`src/rtl/uart_pkg.sv`:
```
// Shared definitions for the UART TX path: the arbiter state type, the
// round-robin pick function, and the default word/timing constants that the
// serializer and its bench also use.
package uart_pkg;

  // Defaults shared with the serializer (50 MHz clock, 115200 baud).
  localparam int CLOCKS_PER_PULSE = 434;
  localparam int BITS_PER_WORD    = 8;
  localparam int W_OUT            = 16;

  // Widest requester vector the pick function handles.
  localparam int MAX_REQ  = 16;
  localparam int MAX_ID_W = 4;

  typedef enum logic {IDLE, SEND} arb_state_t;

  // Return a one-hot grant for the first set bit of req, starting at index ptr
  // and wrapping modulo n. Bits at or above n are ignored.
  function automatic logic [MAX_REQ-1:0] rr_pick(
    input logic [MAX_REQ-1:0]  req,
    input logic [MAX_ID_W-1:0] ptr,
    input int                  n
  );
    logic [MAX_REQ-1:0] gnt;
    logic               found;
    int                 idx;
    gnt   = '0;
    found = 1'b0;
    for (int i = 0; i < MAX_REQ; i++) begin
      // ptr < n and i < n, so one subtraction is enough to wrap.
      idx = int'(ptr) + i;
      if (idx >= n) idx = idx - n;
      if ((i < n) && !found && req[idx[MAX_ID_W-1:0]]) begin
        gnt[idx[MAX_ID_W-1:0]] = 1'b1;
        found                  = 1'b1;
      end
    end
    return gnt;
  endfunction

endpackage

```
`src/rtl/rr_grant.sv`:
```
// Combinational round-robin picker: one-hot grant, its index, and an
// any-grant flag, searching from ptr upward with wrap at NUM_REQ.
module rr_grant
  import uart_pkg::*;
#(
  parameter  int NUM_REQ = 4,
  localparam int ID_W    = $clog2(NUM_REQ)
) (
  input  logic [NUM_REQ-1:0] req,
  input  logic [ID_W-1:0]    ptr,
  output logic [NUM_REQ-1:0] gnt,
  output logic [ID_W-1:0]    gnt_id,
  output logic               any
);

  assign gnt = NUM_REQ'(rr_pick(MAX_REQ'(req), MAX_ID_W'(ptr), NUM_REQ));
  assign any = |gnt;

  // Encode the one-hot grant into an index.
  always_comb begin
    // NOTE: every output of a combinational block gets a default first so no
    // path leaves it unassigned and a latch is never inferred.
    gnt_id = '0;
    for (int i = 0; i < NUM_REQ; i++) begin
      if (gnt[i]) gnt_id = ID_W'(i);
    end
  end

endmodule

```
`src/rtl/uart_tx_arbiter.sv`:
```
// Round-robin arbiter sharing one AXI-Stream UART TX serializer between
// NUM_REQ word sources. A granted word sits in a single-entry holding
// register until the serializer takes it; only then does the grant rotate.
// Build option: define UART_ARB_PRIO0_EN to make requester 0 strict high
// priority, with requesters 1..NUM_REQ-1 rotating among themselves.
module uart_tx_arbiter
  import uart_pkg::*;
#(
  parameter  int NUM_REQ = 4,
  parameter  int W_OUT   = uart_pkg::W_OUT,
  localparam int ID_W    = $clog2(NUM_REQ)
) (
  input  logic                          clk,
  input  logic                          rstn,
  input  logic [NUM_REQ-1:0]            s_valid,
  output logic [NUM_REQ-1:0]            s_ready,
  input  logic [NUM_REQ-1:0][W_OUT-1:0] s_data,
  output logic                          m_valid,
  input  logic                          m_ready,
  output logic [W_OUT-1:0]              m_data,
  output logic [ID_W-1:0]               m_id,
  output logic                          busy
);

  arb_state_t         state;
  arb_state_t         state_next;
  logic [ID_W-1:0]    rr_ptr;
  logic [ID_W-1:0]    ptr_next;
  logic [NUM_REQ-1:0] gnt;
  logic [ID_W-1:0]    gnt_id;
  logic               gnt_any;
  logic               take;
  logic               accept;

  // A word is captured from the granted source in IDLE and released to the
  // serializer on the valid/ready handshake in SEND.
  assign take   = (state == IDLE) && gnt_any;
  assign accept = (state == SEND) && m_ready;

  // Pointer moves one past the owner of the word just sent, wrapping at
  // NUM_REQ-1 even when NUM_REQ is not a power of two.
  assign ptr_next = (m_id == ID_W'(NUM_REQ - 1)) ? '0 : m_id + ID_W'(1);

`ifdef UART_ARB_PRIO0_EN
  logic [NUM_REQ-1:0] rr_gnt;
  logic [ID_W-1:0]    rr_id;
  logic               rr_any;

  // Requester 0 is removed from the rotation; the others share it.
  rr_grant #(
    .NUM_REQ (NUM_REQ)
  ) u_rr_grant (
    .req    ({s_valid[NUM_REQ-1:1], 1'b0}),
    .ptr    (rr_ptr),
    .gnt    (rr_gnt),
    .gnt_id (rr_id),
    .any    (rr_any)
  );

  // Requester 0 overrides the rotating pick whenever it is valid.
  always_comb begin
    gnt    = rr_gnt;
    gnt_id = rr_id;
    if (s_valid[0]) begin
      gnt    = NUM_REQ'(1);
      gnt_id = '0;
    end
  end

  assign gnt_any = s_valid[0] | rr_any;
`else
  rr_grant #(
    .NUM_REQ (NUM_REQ)
  ) u_rr_grant (
    .req    (s_valid),
    .ptr    (rr_ptr),
    .gnt    (gnt),
    .gnt_id (gnt_id),
    .any    (gnt_any)
  );
`endif

  // State register.
  always_ff @(posedge clk or negedge rstn) begin
    // NOTE: sequential state is updated with non-blocking assignments so every
    // register samples pre-edge values regardless of statement order.
    if (!rstn) state <= IDLE;
    else       state <= state_next;
  end

  // Next-state: leave IDLE on a grant, leave SEND on serializer acceptance.
  always_comb begin
    state_next = state;
    case (state)
      IDLE: if (gnt_any) state_next = SEND;
      SEND: if (m_ready) state_next = IDLE;
    endcase
  end

  // Outputs: grant is offered only in IDLE and is forced off during reset so
  // no source sees a handshake the arbiter cannot take.
  always_comb begin
    s_ready = '0;
    if ((state == IDLE) && rstn) s_ready = gnt;
    m_valid = (state == SEND);
    busy    = (state == SEND);
  end

  // Holding register: capture the granted word and its owner.
  always_ff @(posedge clk or negedge rstn) begin
    // NOTE: the holding register is reset so m_data and m_id read zero out of
    // reset; wide datapath registers are otherwise commonly left unreset.
    if (!rstn) begin
      m_data <= '0;
      m_id   <= '0;
    end else if (take) begin
      m_data <= s_data[gnt_id];
      m_id   <= gnt_id;
    end
  end

  // Round-robin pointer advances only once the serializer has the word.
  always_ff @(posedge clk or negedge rstn) begin
    if (!rstn) begin
      rr_ptr <= '0;
    end else if (accept) begin
`ifdef UART_ARB_PRIO0_EN
      if (m_id != '0) rr_ptr <= ptr_next;
`else
      rr_ptr <= ptr_next;
`endif
    end
  end

endmodule

```
`config.mk`:
```
export PLATFORM = sky130hd
export DESIGN_NAME = uart_tx_arbiter
export DESIGN_NICKNAME = d
export VERILOG_FILES = /design/src/rtl/uart_pkg.sv /design/src/rtl/rr_grant.sv /design/src/rtl/uart_tx_arbiter.sv
export SDC_FILE = /design/constraint.sdc
export NUM_CORES = 1
export LEC_CHECK = 0
export CAP_MARGIN = 20
export CORE_MARGIN = 2
export CORE_UTILIZATION = 41
export CTS_CLUSTER_DIAMETER = 120
export DETAILED_ROUTE_END_ITERATION = 10
export HOLD_SLACK_MARGIN = 0.12
export PLACE_DENSITY = 0.86
export SETUP_SLACK_MARGIN = 0.4
export SYNTH_ARGS = -nofsm -noshare
export SYNTH_HDL_FRONTEND = slang
export SYNTH_SLANG_ARGS = --single-unit
export TNS_END_PERCENT = 10
```
`constraint.sdc`:
```
create_clock -name clk -period 4.09 [get_ports clk]
set_input_delay 0.818 -clock clk [delete_from_list [all_inputs] [get_ports clk]]
set_output_delay 0.818 -clock clk [all_outputs]
set_load 0.02 [all_outputs]
```
==> reports/metrics.yaml <==
max_freq_mhz: 274
crit_path_max_incr_delay_ns: 0.55
maxSlewHeadroom_pct: 59.6
root_buffer: "clkbuf_8"
cts.sink_count: 21
synth_flop_cell: "dfrtp_1"
dr.pass1.iters: 4
crit_arrival_ns: 2.83
antennaDiodeCount: 0
die_x_um: 73.4
worstHoldPathType: "flop to flop"
grt_max_degree: 34
wl_per_cell_um: 17.2
ys_ff_latch: 21
grt_pass1_vias: 2085
synth_warnings: 0
routed_wl_mm: 6.38
syn_nets: 302
h-tree-depth: 1
clock_latency_ns: 0.26
tritoncts: "yes"
ys_types: 39
final_area_um2: 3000
comb_power_share_pct: 80.0
skew_ns: 0.00156
worstPathRequired_ns: 3.27
num-fill-cells: 418
path_cells: "clkdlybuf4s50_1 > mux4_2 > nor4b_4 > buf_4 > a221oi_2 > and2_0 > nor2_1 > buf_2"
path_buf_inv: 3
drc: 0
r2r_slack_ns: 0.68
track_usage_pct: 24.4
synth_seq_area_share_pct: 26.6
power.switching_w: 0.00137
power.share.clock_pct: 4.9
p_leak_nw: 1.32
rows: 25
worst_pin_slew_ns: 0.605
clk_path_buf_depth: 2
whs_ns: 0.515
synth.top_cell.area_share_pct: 26.6
swShare_pct: 50.3
setup_violations: 0
status: "completed"
power_frac_seq_pct: 15.1
io_buffers: 94
core-area_um2: 4690
cpMaxStageDelayCell: "mux4_2"
place.gp.congestion: 0.895
internal_power_w: 0.00135
cp_top_family: "buffers and inverters"
critPathLaunchType: "input pin"
antenna_left: 0
layout.nets: 396
layout_min_cycle_time_ns: 3.65
path_clk_slew_ns: 0.07
netlist_instances: 223
rsz0062_at_grt: "true"
antenna_found_initial: 0
hpwl_mm: 4.94
syn_to_final_growth_pct: 51.9
synthTopCellsByArea: "dfrtp_1, a32oi_1, o311ai_1"
viasPerCell: 5.81
dpl_cell_area_um2: 2960
die_height_um: 73.4
slew_violations: 0
crit_fanout: 4
maxCapViolCount: 0
synth_top_area_cell: "dfrtp_1"
p_per_area_nw_per_um2: 910
cts_made_buffers: 3
crit_type: "input pin to output port"
overflow: 0
die_area_um2: 5380
layout-drive-gt1-share_pct: 11.4
initial_utilization_pct: 42.0
ir_drop_mv: 0.431
final_util_pct: 63.8
dr.first_iter.drc_count: 148
period_share_pct: 89.1
synthArstFlopShare_pct: 100
io_pins: 95
end_kind: "output port"
postSynthAreaPerCell_um2: 8.84
via_count: 2151
netlist_area_um2: 1970
synth_edf_count: 0
cts_hold_buf: 0
fin_setup_tns_ns: 0
finalHoldViolCount: 0
grt_pass1_wl_mm: 10.2
## area by class of cell
cell class | instances | area [µm²] | area share (%)
multi-input combinational | 157 | 1220 | 40.7
timing repair buffer | 112 | 1060 | 35.3
sequential | 21 | 526 | 17.5
inverter | 22 | 82.6 | 2.76
tap | 54 | 67.6 | 2.26
clock buffer | 4 | 45.0 | 1.50
## cells in the mapped netlist (2+ instances only)
cell and number:
ha_1 8, nand2_1 7, o311ai_1 16, nand3_1 5, clkbuf_1 12, mux2_2 2
a211oi_1 3, nor2_1 5, dfrtp_1 21, mux4_2 3, a21oi_1 18, a21boi_0 16
buf_6 7, o21ai_0 2, inv_1 22, a32oi_1 16, and3_1 18, o21ai_1 2
a221oi_1 2, buf_4 3, nand3b_1 2, o21bai_1 16
## worst min-delay path: stages, from the launching register on
cell and delay, ns:
dfrtp_1 0.38, inv_1 0.06, a32oi_1 0.05
## worst paths after layout
| kind | from | end | depth (start not counted) |
|---|---|---|---|
| max | s_valid[1] | s_ready[3] | 8 |
| min | m_data[6]$_DFFE_PN0P_ | m_data[6]$_DFFE_PN0P_ | 2 |
| max reg2reg | rr_ptr[1]$_DFFE_PN0P_ | m_data[10]$_DFFE_PN0P_ | 12 |
| min reg2reg | m_data[6]$_DFFE_PN0P_ | m_data[6]$_DFFE_PN0P_ | 2 |
| max in group asynchronous | rstn | rr_ptr[0]$_DFFE_PN0P_ | 2 |
| min in group asynchronous | rstn | m_data[5]$_DFFE_PN0P_ | 2 |
## per-layer routing
layer,part of all wire [%],track usage (%),vias up
met5,0,0,-
met4,0.64,3.84,0
met3,9.2,6.17,5
met2,50,43.1,94
met1,40,30.4,1020
li1,-,-,1032
## per-stage QoR
stage                     worst slack, ns  power [W]  instances
after global routing                0.349    0.00294        370
after CTS                           0.367    0.00273        369
after global placement             0.0617    0.00253        365
after floorplan                     0.538    0.00191        223
final                               0.444    0.00273        370
after detailed placement           0.0298    0.00259        365
## power groups by stage
stage	Clock (W)	Combinational, W	Sequential (W)
6_report	0.000134	0.00218	0.000411
5_1_grt	0.000145	0.00237	0.000424
4_1_cts	0.000137	0.00218	0.000411
3_5_place_dp	0	0.00218	0.000411
3_3_place_gp	0	0.00212	0.000410
2_1_floorplan	0	0.00140	0.000512
## cells in the final DEF (no fill, tap or decap), types with 5 or more instances in the layout
| cell | Yosys | final |
|---|---|---|
| inv_1 | 22 | 22 |
| ha_1 | 8 | 8 |
| buf_4 | 3 | 18 |
| a21boi_0 | 16 | 16 |
| dfrtp_1 | 21 | 21 |
| o21bai_1 | 16 | 16 |
| nand2_1 | 7 | 7 |
| and3_1 | 18 | 18 |
| o311ai_1 | 16 | 16 |
| clkdlybuf4s50_1 | 0 | 90 |
| nand3_1 | 5 | 5 |
| nor2_1 | 5 | 5 |
| a32oi_1 | 16 | 16 |
| a21oi_1 | 18 | 18 |
## timing repair
| action | in CTS | in global routing |
|---|---|---|
| buffers inserted | 0 | 1 |
| hold endpoints to repair | 0 | 0 |
| pin swaps | 1 | 1 |
| setup endpoints to repair | 4 | 4 |
| resized for setup | 13 | 4 |
## flip-flops by register name (all words and copies together) (netlist names)
register	flops
m_data	16
m_id	2
rr_ptr	2
busy	1
## kinds of logic after synthesis
| kind of cell | after synthesis | synth area share [%] |
|---|---|---|
| adders and majority gates | 8 | 5.08 |
| AOI/OAI and AO/OA | 95 | 36.1 |
| DFF | 21 | 26.6 |
| buffers and inverters | 45 | 11.9 |
| muxes | 7 | 5.84 |
| and+or+nand+nor | 47 | 14.5 |
Power figures use the tool's default switching activity.
